## src/rtl/hcsr04_varredura.sv

```systemverilog
`default_nettype none
// +--------------------------------------------------------------------------+
// | hcsr04_varredura: round-robin multi-channel HC-SR04 ranging controller.  |
// | Optional macro HCSR04_MASCARA_EN adds a per-scan channel enable mask.    |
// | Revision: 1.0                                                            |
// +--------------------------------------------------------------------------+
module hcsr04_varredura #(
    parameter int CANAIS         = 4,
    parameter int TRIGGER_CICLOS = 500,
    parameter int CICLOS_POR_CM  = 2941,
    parameter int TIMEOUT_CICLOS = 1500000,
    parameter int GUARDA_CICLOS  = 3000000,
    localparam int WC            = (CANAIS > 1) ? $clog2(CANAIS) : 1
) (
    input  logic              clock,
    input  logic              reset,
    input  logic              medir,
`ifdef HCSR04_MASCARA_EN
    input  logic [CANAIS-1:0] mascara,
`endif
    input  logic [CANAIS-1:0] echo,
    output logic [CANAIS-1:0] trigger,
    output logic [11:0]       medida,
    output logic [WC-1:0]     canal,
    output logic              timeout,
    output logic              pronto,
    output logic              fim_varredura,
    output logic              ocupado,
    output logic [3:0]        db_estado
);

    localparam logic [2:0] INICIAL  = 3'd0;
    localparam logic [2:0] TRIG     = 3'd1;
    localparam logic [2:0] ESPERA   = 3'd2;
    localparam logic [2:0] MEDE     = 3'd3;
    localparam logic [2:0] ARMAZENA = 3'd4;
    localparam logic [2:0] GUARDA   = 3'd5;

    localparam int CNT_MAX = (GUARDA_CICLOS > TRIGGER_CICLOS) ? GUARDA_CICLOS : TRIGGER_CICLOS;
    localparam int CNTW    = $clog2(CNT_MAX + 1);
    localparam int TW      = $clog2(TIMEOUT_CICLOS + 1);
    localparam int PW      = (CICLOS_POR_CM > 1) ? $clog2(CICLOS_POR_CM) : 1;

    logic [2:0]        state;
    logic [2:0]        next;
    logic [CANAIS-1:0] echo_s1;
    logic [CANAIS-1:0] echo_s2;
    logic              echo_r;
    logic              echo_sel;
    logic              rise;
    logic              tout;
    logic              accept;
    logic [WC-1:0]     idx;
    logic [WC-1:0]     first_idx;
    logic [WC-1:0]     next_idx;
    logic              has_next;
    logic [CNTW-1:0]   cnt;
    logic [TW-1:0]     tcnt;
    logic [PW-1:0]     cyc;
    logic [11:0]       bcd;
    logic [CANAIS-1:0] start_mask;
    logic [CANAIS-1:0] scan_mask;

`ifdef HCSR04_MASCARA_EN
    logic [CANAIS-1:0] mask_r;

    always_ff @(posedge clock or negedge reset) begin
        if (!reset)
            mask_r <= '0;
        else if (accept)
            mask_r <= mascara;
    end

    assign start_mask = mascara;
    assign scan_mask  = mask_r;
`else
    assign start_mask = '1;
    assign scan_mask  = '1;
`endif

    function automatic logic [11:0] bcd_inc(input logic [11:0] v);
        logic [11:0] r;
        r = v;
        if (v != 12'h999) begin
            if (v[3:0] != 4'd9) begin
                r[3:0] = v[3:0] + 4'd1;
            end else begin
                r[3:0] = 4'd0;
                if (v[7:4] != 4'd9) begin
                    r[7:4] = v[7:4] + 4'd1;
                end else begin
                    r[7:4]  = 4'd0;
                    r[11:8] = v[11:8] + 4'd1;
                end
            end
        end
        return r;
    endfunction

    assign echo_sel = echo_s2[idx];
    // echo_r lags echo_sel by one cycle, so a rise needs a low-to-high change seen after entry
    assign rise     = echo_sel && !echo_r;
    assign tout     = ((state == ESPERA) || (state == MEDE)) && (tcnt == TW'(TIMEOUT_CICLOS - 1));
    assign accept   = (state == INICIAL) && medir && (|start_mask);

    always_comb begin
        first_idx = '0;
        next_idx  = idx;
        has_next  = 1'b0;
        for (int i = CANAIS - 1; i >= 0; i--) begin
            if (start_mask[i])
                first_idx = WC'(i);
            if (scan_mask[i] && (i > int'(idx))) begin
                next_idx = WC'(i);
                has_next = 1'b1;
            end
        end
    end

    always_ff @(posedge clock or negedge reset) begin
        if (!reset)
            state <= INICIAL;
        else
            state <= next;
    end

    always_comb begin
        next = state;
        case (state)
            INICIAL:  if (accept) next = TRIG;
            TRIG:     if (cnt == CNTW'(TRIGGER_CICLOS - 1)) next = ESPERA;
            ESPERA:   if (tout) next = ARMAZENA; else if (rise) next = MEDE;
            MEDE:     if (tout || !echo_r) next = ARMAZENA;
            ARMAZENA: next = GUARDA;
            GUARDA:   if (cnt == CNTW'(GUARDA_CICLOS - 1)) next = has_next ? TRIG : INICIAL;
            default:  next = INICIAL;
        endcase
    end

    always_comb begin
        trigger = '0;
        if (state == TRIG)
            trigger[idx] = 1'b1;
        pronto        = (state == ARMAZENA);
        fim_varredura = (state == ARMAZENA) && !has_next;
        ocupado       = (state != INICIAL);
        db_estado     = {1'b0, state};
    end

    always_ff @(posedge clock or negedge reset) begin
        if (!reset) begin
            echo_s1 <= '0;
            echo_s2 <= '0;
            echo_r  <= 1'b0;
            idx     <= '0;
            cnt     <= '0;
            tcnt    <= '0;
            cyc     <= '0;
            bcd     <= '0;
            medida  <= '0;
            canal   <= '0;
            timeout <= 1'b0;
        end else begin
            echo_s1 <= echo;
            echo_s2 <= echo_s1;
            echo_r  <= echo_sel;

            if ((next != state) || !((state == TRIG) || (state == GUARDA)))
                cnt <= '0;
            else
                cnt <= cnt + 1'b1;

            if (accept)
                idx <= first_idx;
            else if ((state == GUARDA) && (next == TRIG))
                idx <= next_idx;

            if (state == TRIG) begin
                tcnt <= '0;
                cyc  <= '0;
                bcd  <= '0;
            end else begin
                if ((state == ESPERA) || (state == MEDE))
                    tcnt <= tcnt + 1'b1;
                // each full centimetre of echo-high time advances the decimal count
                if ((state == MEDE) && echo_r) begin
                    if (cyc == PW'(CICLOS_POR_CM - 1)) begin
                        cyc <= '0;
                        bcd <= bcd_inc(bcd);
                    end else begin
                        cyc <= cyc + 1'b1;
                    end
                end
            end

            if ((next == ARMAZENA) && (state != ARMAZENA)) begin
                medida  <= tout ? 12'h999 : bcd;
                timeout <= tout;
                canal   <= idx;
            end
        end
    end

endmodule
`default_nettype wire
```

## config.mk

```make
export PLATFORM = sky130hd
export DESIGN_NAME = hcsr04_varredura
export DESIGN_NICKNAME = d
export VERILOG_FILES = /design/src/rtl/hcsr04_varredura.sv
export SDC_FILE = /design/constraint.sdc
export NUM_CORES = 1
export LEC_CHECK = 0
export ABC_CLOCK_PERIOD_IN_PS = 3000
export CAP_MARGIN = 20
export CORE_ASPECT_RATIO = 0.8
export CORE_MARGIN = 3
export CORE_UTILIZATION = 39
export CTS_CLUSTER_DIAMETER = 200
export CTS_CLUSTER_SIZE = 8
export DETAILED_ROUTE_END_ITERATION = 6
export PLACE_DENSITY_LB_ADDON = 0.12
export SYNTH_ARGS = -nofsm -noshare
export SYNTH_HDL_FRONTEND = slang
export SYNTH_SLANG_ARGS = --single-unit
```

## constraint.sdc

```tcl
create_clock -name clock -period 3 [get_ports clock]
set_input_delay 0.9 -clock clock [delete_from_list [all_inputs] [get_ports clock]]
set_output_delay 0.9 -clock clock [all_outputs]
set_load 0.02 [all_outputs]
```

==> results of run 1 <==
layer usage:
layer,vias to the layer above,global-route usage (%),wire [um]
met5,-,0,0
li1,1804,-,-
met3,8,4.45,515
met1,1787,26.9,5780
met4,0,5.02,121
met2,78,22.6,4360
cell families (layout without fill, tap and decap cells):
family	after synthesis	after routing	share of synthesized area, %
other	1	1	0.0791
adders and majority gates	10	10	2.64
DFF	96	96	50.7
and+or+nand+nor	225	225	24.6
xor gates and xnor gates	36	36	6.65
buffers and inverters	36	77	2.93
AOI/OAI and AO/OA	74	74	10.6
muxes	7	7	1.82
final timing paths:
| check | endpoint | cells past startpoint | startpoint |
|---|---|---|---|
| worst max register to register | canal[0] | 5 | tcnt[7] |
| max in group asynchronous | cyc[5] | 2 | reset |
| worst min-delay path | echo_s2[1] | 0 | echo_s1[1] |
| worst max-delay path | ocupado | 4 | state[2] |
| worst min register to register | echo_s2[1] | 0 | echo_s1[1] |
| min in group asynchronous | cnt[21] | 1 | reset |
flip-flops by register name (all words and copies together) (netlist names):
name,count
cnt,22
tcnt,21
bcd,12
cyc,12
medida,12
echo_s1,4
echo_s2,4
state,3
canal,2
idx,2
echo_r,1
timeout,1
worst reg2reg max path: stages, from the launching register on:
cell     delay, ns
dfrtp_1       0.43
or4b_1        0.52
or4_1         0.56
nor3_1        0.29
o21ai_1       0.31
mux2_2        0.37
synthesized netlist by cell type (2+ instances only):
| master | instances | area [um2] |
|---|---|---|
| xnor2_1 | 20 | 175 |
| or4_1 | 6 | 45.0 |
| nor4_1 | 10 | 62.6 |
| nor3_1 | 29 | 145 |
| xor2_1 | 16 | 140 |
| dfrtp_1 | 96 | 2400 |
| ha_1 | 10 | 125 |
| clkbuf_1 | 17 | 63.8 |
| nand4_1 | 17 | 106 |
| inv_1 | 17 | 63.8 |
| and3_1 | 7 | 43.8 |
| and2_1 | 5 | 31.3 |
| nand2b_1 | 3 | 18.8 |
| or2_2 | 4 | 25.0 |
| mux2_2 | 3 | 33.8 |
| or3_1 | 10 | 62.6 |
| nor3b_1 | 6 | 45.0 |
| o21ai_0 | 23 | 115 |
| o21a_1 | 2 | 15.0 |
| nor2b_1 | 2 | 12.5 |
| a22o_1 | 9 | 78.8 |
| mux2i_1 | 3 | 30.0 |
| a31oi_1 | 2 | 12.5 |
| o22a_1 | 6 | 52.6 |
| a21o_1 | 2 | 15.0 |
| nand2_1 | 38 | 143 |
| o31ai_1 | 3 | 22.5 |
| nand3b_1 | 2 | 15.0 |
| nor2_1 | 49 | 184 |
| a21oi_1 | 16 | 80.1 |
| nand3_1 | 27 | 135 |
| and4_1 | 4 | 35.0 |
stage by stage:
stage          instance area [um2]  std cells  setup WS (ns)
6_report                      5580        674          0.240
5_1_grt                       5580        674         0.0865
4_1_cts                       5570        674         0.0657
3_5_place_dp                  5290        659          0.328
3_3_place_gp                  5290        659          0.366
2_1_floorplan                 4740        485          0.381
where the power goes:
part	leakage, nW	internal, mW	total, mW	switching, mW
combinational	0.888	0.0128	0.0437	0.0309
sequential	1.29	1.30	1.30	0.00161
clock	0.145	0.660	1.13	0.470
area by class of cell:
| cell class | count | area [um2] | area share (%) |
|---|---|---|---|
| multi-input cells | 353 | 2210 | 39.6 |
| flip-flops and latches | 96 | 2400 | 43.1 |
| inverters | 17 | 63.8 | 1.14 |
| well taps | 148 | 185 | 3.32 |
| clock inverters | 4 | 45.0 | 0.808 |
| repair buffers | 45 | 428 | 7.67 |
| clock buffers | 11 | 243 | 4.35 |
==> results.md, run 1 <==
- Share of flip-flops with an asynchronous set or reset: 100%
- Synthesis Warnings: 0
- Commonest non-fill, non-tap cell in the layout: dfrtp_1
- Kind of critical path: reg2out
- Crit Path Max Fanout: 10
- Die W: 129 um
- Total length of routed wires: 10.8 mm
- Crit path arrival time: 1.86 ns
- Vias in the first global route: 3531
- Effective utilization at floorplan: 40.6%
- Worst-case clock buffer depth: 2
- Slew HR: 46.9%
- VDD IR-drop max: 0.303 mV
- Buffers & Inverters on Critical Path: 3
- # IOs: 33
- Fillers: 1098
- DRT iter0 DRCs: 287
- H-tree levels: 3
- Post_cts resized: 2
- Final setup TNS: 0 ns
- Register area share after synthesis: 50.7%
- Pin count of the biggest net entering global routing: 36
- Critical-path top delay cell: clkdlybuf4s50_1
- Buffers on Ports: 31
- Fin. max-slew vios: 0
- Post-synth top flop: dfrtp_1
- Final #Nets: 539
- Root Driver: clkbuf_16
- Remaining global-route overflow: 0
- Max incr delay on CP: 0.54 ns
- PD cells: 444 nW/um2
- Diodes inserted: 0
- Power, Total: 2.48 mW
- CP Launch Type: flip-flop
- Post-Syn Area: 4740 um2
- First-pass GRT wire length: 18.4 mm
- Most frequent cells in the layout: 96 x dfrtp_1, 48 x nor2_1, 38 x nand2_1
- Cell Chain, Critical Path: buf_4 -> nor3_1 -> inv_1 -> clkdlybuf4s50_1
- DR vias: 3677
- Flops & latches, synth: 96
- Clk slew on worst S/H paths: 0.06 ns
- RSZ-0062 raised after global routing: false
- Count of final setup violators: 0
- Clk_lat worst skew: 0.34 ns
- Layout cells sized above 1: 8.17%
- Outcome: finished clean
- Row count: 35
- Period utilisation layout: 92.0%
- DP Wirelength: 7.74 mm
- Post-synth EDFFs: 0
- Vias per cell: 5.46
- Distinct cells, synth: 53
- Crit end category: primary output
- RePlAce Congestion: 0.822
- Max Cap Viol: 0
- Worst-Margin Slew: 0.791 ns
- Static Leak: 2.32 nW
- Util after Layout: 47.7%
- Die height: 105 um
- Post-DRT Antenna Nets: 0
- Delay-heaviest family, CP: buffers and inverters
- Mapped Cells: 485
- Count of clock tree sinks: 96
- Final hold vios: 0
- Die ar.: 13500 um2
- Total GRT Usage: 17.1%
- Initial antenna violation count: 0
- CTS tree: built
- Syn-to-layout area delta: 17.6%
- Routed WL per cell: 16.0 um
- DRC viols: 0
- Net Count, Synth: 502
- Register-to-Register Setup Slack: 0.40 ns
- Post-CTS setup buffers: 0
- Cts hold-fix bufs: 0
- Drt pass-1 iters: 5
- Worst EP required: 2.10 ns
- Hold crit path type: reg2reg
- TritonCTS Buffers: 9
- Syn Area/Cell: 9.78 um2
- Top achievable clock speed: 362 MHz
- Hold_ws: 0.347 ns
- Tmin final: 2.76 ns
- Core area: 11700 um2
- Clk_skew: 0.00633 ns
No activity file was read; power rests on OpenSTA's default activity.
==> inputs of run 2 (changes only) <==
--- a/config.mk
+++ b/config.mk
@@ -14,6 +14,7 @@
 export CTS_CLUSTER_SIZE = 8
 export DETAILED_ROUTE_END_ITERATION = 6
 export PLACE_DENSITY_LB_ADDON = 0.12
+export RECOVER_POWER = 25
 export SYNTH_ARGS = -nofsm -noshare
 export SYNTH_HDL_FRONTEND = slang
 export SYNTH_SLANG_ARGS = --single-unit
==> results.md, run 2 (same netlist as run 1, synthesis figures left out) <==
- Outcome: finished with violations
- Failing checks: max-capacitance violations, max-slew violations
- H-tree levels: 3
- Vias per cell: 5.45
- Slew HR: -36.8%
- DP Wirelength: 7.74 mm
- Syn-to-layout area delta: 17.5%
- DRC viols: 0
- Worst-case clock buffer depth: 2
- Fin. max-slew vios: 35
- CTS tree: built
- Commonest non-fill, non-tap cell in the layout: dfrtp_1
- Layout cells sized above 1: 7.98%
- Util after Layout: 47.7%
- Clk_lat worst skew: 0.34 ns
- Worst EP required: 2.10 ns
- VDD IR-drop max: 0.302 mV
- Post_cts resized: 2
- Count of clock tree sinks: 96
- Post-DRT Antenna Nets: 0
- Period utilisation layout: 92.0%
- Count of final setup violators: 0
- Crit path arrival time: 1.86 ns
- Pin count of the biggest net entering global routing: 36
- Largest register FFs: 22
- Fillers: 1098
- RSZ-0062 raised after global routing: false
- Top reg by flops: cnt
- DP Worst Slack: 0.328 ns
- Worst-Margin Slew: 2.05 ns
- Final #Nets: 539
- RePlAce Congestion: 0.822
- DR vias: 3673
- Routed WL per cell: 16.0 um
- DRT iter0 DRCs: 287
- Clk_skew: 0.00633 ns
- Root Driver: clkbuf_16
- Hold_ws: 0.347 ns
- Total GRT Usage: 17.1%
- Die W: 129 um
- Effective utilization at floorplan: 40.6%
- Drt pass-1 iters: 5
- Hold crit path type: reg2reg
- Die height: 105 um
- Tmin final: 2.76 ns
- Crit end category: primary output
- Most frequent cells in the layout: 96 x dfrtp_1, 48 x nor2_1, 38 x nand2_1
- Clk slew on worst S/H paths: 0.06 ns
- Final setup TNS: 0 ns
- Sequential cell area: 2400 um2
- Crit Path Max Fanout: 10
- Post-CTS setup buffers: 0
- Vias in the first global route: 3531
- Final worst slack: 0.239 ns
- Buffers on Ports: 31
- Max Cap Viol: 1
- Core area: 11700 um2
- First-pass GRT wire length: 18.4 mm
- # IOs: 33
- PD cells: 444 nW/um2
- Cts hold-fix bufs: 0
- Total length of routed wires: 10.8 mm
- Static Leak: 2.32 nW
- Die ar.: 13500 um2
- Diodes inserted: 0
- Largest regs: cnt (22), tcnt (21)
- Final hold vios: 0
- TritonCTS Buffers: 9
- Row count: 35
- Remaining global-route overflow: 0
- Area of the multi-input gates: 2210 um2
- Initial antenna violation count: 0
- Kind of critical path: reg2out
- CP Launch Type: flip-flop
- Top achievable clock speed: 362 MHz
## run 2: cell types whose count changed in the layout (fill, tap and decap cells not counted), sizes merged
cell / previous run / this run
clkbuf: 11 / 12
dlygate4sd3: 0 / 4
buf: 15 / 14
clkdlybuf4s50: 26 / 22
## run 2: metal layers
| metal | track usage [%] | wire length [um] |
|---|---|---|
| met2 | 22.6 | 4370 |
| met5 | 0 | 0 |
| met1 | 26.9 | 5790 |
| met3 | 4.45 | 497 |
| met4 | 5.02 | 121 |
## run 2: path summary, 6_finish.rpt
check	end	start	slack, ns	cells past startpoint
min in group asynchronous	cnt[15]	reset	1.15	1
setup / recovery	ocupado	state[2]	0.24	4
hold / removal	echo_s2[1]	echo_s1[1]	0.35	0
setup reg to reg	canal[0]	tcnt[7]	0.40	5
max in group asynchronous	medida[7]	reset	0.69	1
hold reg to reg	echo_s2[1]	echo_s1[1]	0.35	0
## run 2: cell type report
type | instances | area share [%]
multi-input combinational | 353 | 39.6
tap | 148 | 3.32
timing repair buffer | 45 | 7.61
clock buffer | 11 | 4.36
inverter | 17 | 1.15
clock inverter | 4 | 0.808
sequential | 96 | 43.1
## run 2: power by group
group / total, mW / internal, mW / switching (mW) / leakage, nW
registers: 1.30 / 1.30 / 0.00161 / 1.29
logic: 0.0424 / 0.0115 / 0.0309 / 0.885
clock network: 1.13 / 0.660 / 0.470 / 0.145
total: 2.47 / 1.97 / 0.503 / 2.32
## run 2: critical path, stage by stage, from the launching register on
cell and delay [ns]:
dfrtp_1 0.37, buf_4 0.17, nor3_1 0.36, inv_1 0.07
clkdlybuf4s50_1 0.54
## run 2: through the flow
step | area, um2 | cells | power [mW]
global route | 5570 | 674 | 2.57
floorplan | 4740 | 485 | 1.33
detailed placement | 5290 | 659 | 1.37
finish | 5570 | 674 | 2.47
CTS | 5570 | 674 | 2.53
global placement | 5290 | 659 | 1.37
==> inputs of run 3 (changes only) <==
--- a/config.mk
+++ b/config.mk
@@ -5,7 +5,7 @@
 export SDC_FILE = /design/constraint.sdc
 export NUM_CORES = 1
 export LEC_CHECK = 0
-export ABC_CLOCK_PERIOD_IN_PS = 3000
+export ABC_CLOCK_PERIOD_IN_PS = 3370
 export CAP_MARGIN = 20
 export CORE_ASPECT_RATIO = 0.8
 export CORE_MARGIN = 3
@@ -13,6 +13,7 @@
 export CTS_CLUSTER_DIAMETER = 200
 export CTS_CLUSTER_SIZE = 8
 export DETAILED_ROUTE_END_ITERATION = 6
+export HOLD_SLACK_MARGIN = 0.15
 export PLACE_DENSITY_LB_ADDON = 0.12
 export RECOVER_POWER = 25
 export SYNTH_ARGS = -nofsm -noshare
==> constraint.sdc (replaced) <==
create_clock -name clock -period 3.37 [get_ports clock]
set_input_delay 1.011 -clock clock [delete_from_list [all_inputs] [get_ports clock]]
set_output_delay 1.011 -clock clock [all_outputs]
set_load 0.02 [all_outputs]
==> results.md, run 3 (same netlist as run 1, synthesis figures left out) <==
- Largest regs: cnt (22), tcnt (21)
- Pin count of the biggest net entering global routing: 51
- Clk slew on worst S/H paths: 0.06 ns
- DP Wirelength: 7.50 mm
- RePlAce Congestion: 0.857
- Buffers on Ports: 31
- Area after DPL: 5250 um2
- Initial antenna violation count: 0
- Syn-to-layout area delta: 17.7%
- Kind of critical path: reg2out
- Design Area, Final: 5580 um2
- Die W: 129 um
- DRT iter0 DRCs: 236
- Int Power: 1.91 mW
- Final hold vios: 0
- Crit Path Max Fanout: 8
- Post_cts resized: 0
- Period utilisation layout: 94.6%
- Sw frac: 19.0%
- Layout cells sized above 1: 6.91%
- Die height: 105 um
- Final #Nets: 534
- Routed WL per cell: 16.0 um
- Vias per cell: 5.58
- Post-DRT Antenna Nets: 0
- Post-CTS setup buffers: 0
- Remaining global-route overflow: 0
- R2R cell count: 5
- Worst-case clock buffer depth: 2
- Root Driver: clkbuf_16
- Seq pwr share: 49.2%
- Clk_skew: 0.00761 ns
- CP Launch Type: flip-flop
- Worst EP required: 2.36 ns
- Commonest non-fill, non-tap cell in the layout: dfrtp_1
- Combinational group share of total power: 1.6%
- Crit end category: primary output
- Final setup TNS: 0 ns
- Core area: 11700 um2
- Top reg by flops: cnt
- Outcome: finished clean
- DR vias: 3735
- Clk network pwr share: 49.2%
- Worst-Margin Slew: 1.32 ns
- TritonCTS Buffers: 9
- Fin. max-slew vios: 0
- First-pass GRT wire length: 18.4 mm
- Effective utilization at floorplan: 40.6%
- Vias in the first global route: 3609
- Drt pass-1 iters: 4
- PD cells: 422 nW/um2
- Row count: 35
- Diodes inserted: 0
- DRC viols: 0
- Die ar.: 13500 um2
- H-tree levels: 3
- Count of clock tree sinks: 96
- Static Leak: 2.27 nW
- VDD IR-drop max: 0.251 mV
- Top achievable clock speed: 314 MHz
- Slew HR: 12.2%
- RSZ-0062 raised after global routing: false
- Largest register FFs: 22
- Count of final setup violators: 0
- WHS Path Cells: 0
- Max Cap Viol: 0
- CTS tree: built
- # IOs: 33
- Clk_lat worst skew: 0.34 ns
- Psw: 0.447 mW
- Total GRT Usage: 17.0%
- Total length of routed wires: 10.7 mm
- Crit path arrival time: 2.18 ns
- Most frequent cells in the layout: 96 x dfrtp_1, 48 x nor2_1, 38 x nand2_1
- Cts hold-fix bufs: 0
- Hold crit path type: reg2reg
- Tmin final: 3.19 ns
[run 3: cell types whose count changed in the layout (fill, tap and decap cells not counted), moves of 2 or more]
cell / previous run / this run
dlymetal6s2s_1: 2 / 0
clkinv_2: 3 / 0
clkdlybuf4s50_1: 22 / 26
bufinv_16: 1 / 3
buf_4: 13 / 7
dlygate4sd2_1: 2 / 0
[run 3: worst max-delay path, stage by stage, from the launching register on]
cell and delay, ns:
dfrtp_1 0.37, nand2b_1 0.20, nand2b_1 0.37, nor3b_1 0.27, clkdlybuf4s50_1 0.63
[run 3: routing by layer]
layer | share of wire (%) | global-route usage [%] | wire length [um] | vias to the layer above
met5 | 0 | 0 | 0 | -
met4 | 1.2 | 4.57 | 130 | 0
met2 | 42 | 23.3 | 4500 | 86
li1 | - | - | - | 1791
met1 | 51 | 26.0 | 5490 | 1845
met3 | 5.5 | 4.85 | 589 | 13
[run 3: per-stage QoR]
step / cells / hold WS [ns] / util, % / power [mW] / setup WS (ns)
after floorplan: 485 / 0.331 / - / 1.19 / 0.640
after global placement: 654 / 0.336 / 44.9 / 1.22 / 0.585
after detailed placement: 654 / 0.335 / 44.9 / 1.22 / 0.535
after CTS: 669 / 0.355 / 47.8 / 2.39 / 0.158
after global routing: 669 / 0.362 / 47.7 / 2.45 / 0.0623
final: 669 / 0.353 / 47.7 / 2.36 / 0.182
[run 3: power groups by stage]
stage          clock network, mW  logic [mW]  registers (mW)
6_report                    1.16      0.0374            1.16
5_1_grt                     1.24      0.0440            1.16
4_1_cts                     1.19      0.0408            1.16
3_5_place_dp                   0      0.0407            1.18
3_3_place_gp                   0      0.0403            1.18
2_1_floorplan                  0     0.00558            1.18
[run 3: layout make-up]
type | count | area, um2
repair buffers | 40 | 382
well taps | 148 | 185
fillers | 1082 | 6110
multi-input cells | 353 | 2210
inverters | 17 | 63.8
clock buffers | 12 | 246
flip-flops and latches | 96 | 2400
clock inverters | 3 | 90.1
[run 3: path summary, 6_finish.rpt]
| path | from | end | slack, ns |
|---|---|---|---|
| max | state[2] | trigger[2] | 0.18 |
| min | echo_s1[0] | echo_s2[0] | 0.35 |
| max reg2reg | tcnt[11] | cnt[4] | 0.55 |
| min reg2reg | echo_s1[0] | echo_s2[0] | 0.35 |
| max in group asynchronous | reset | cyc[9] | 1.52 |
| min in group asynchronous | reset | cnt[14] | 0.96 |
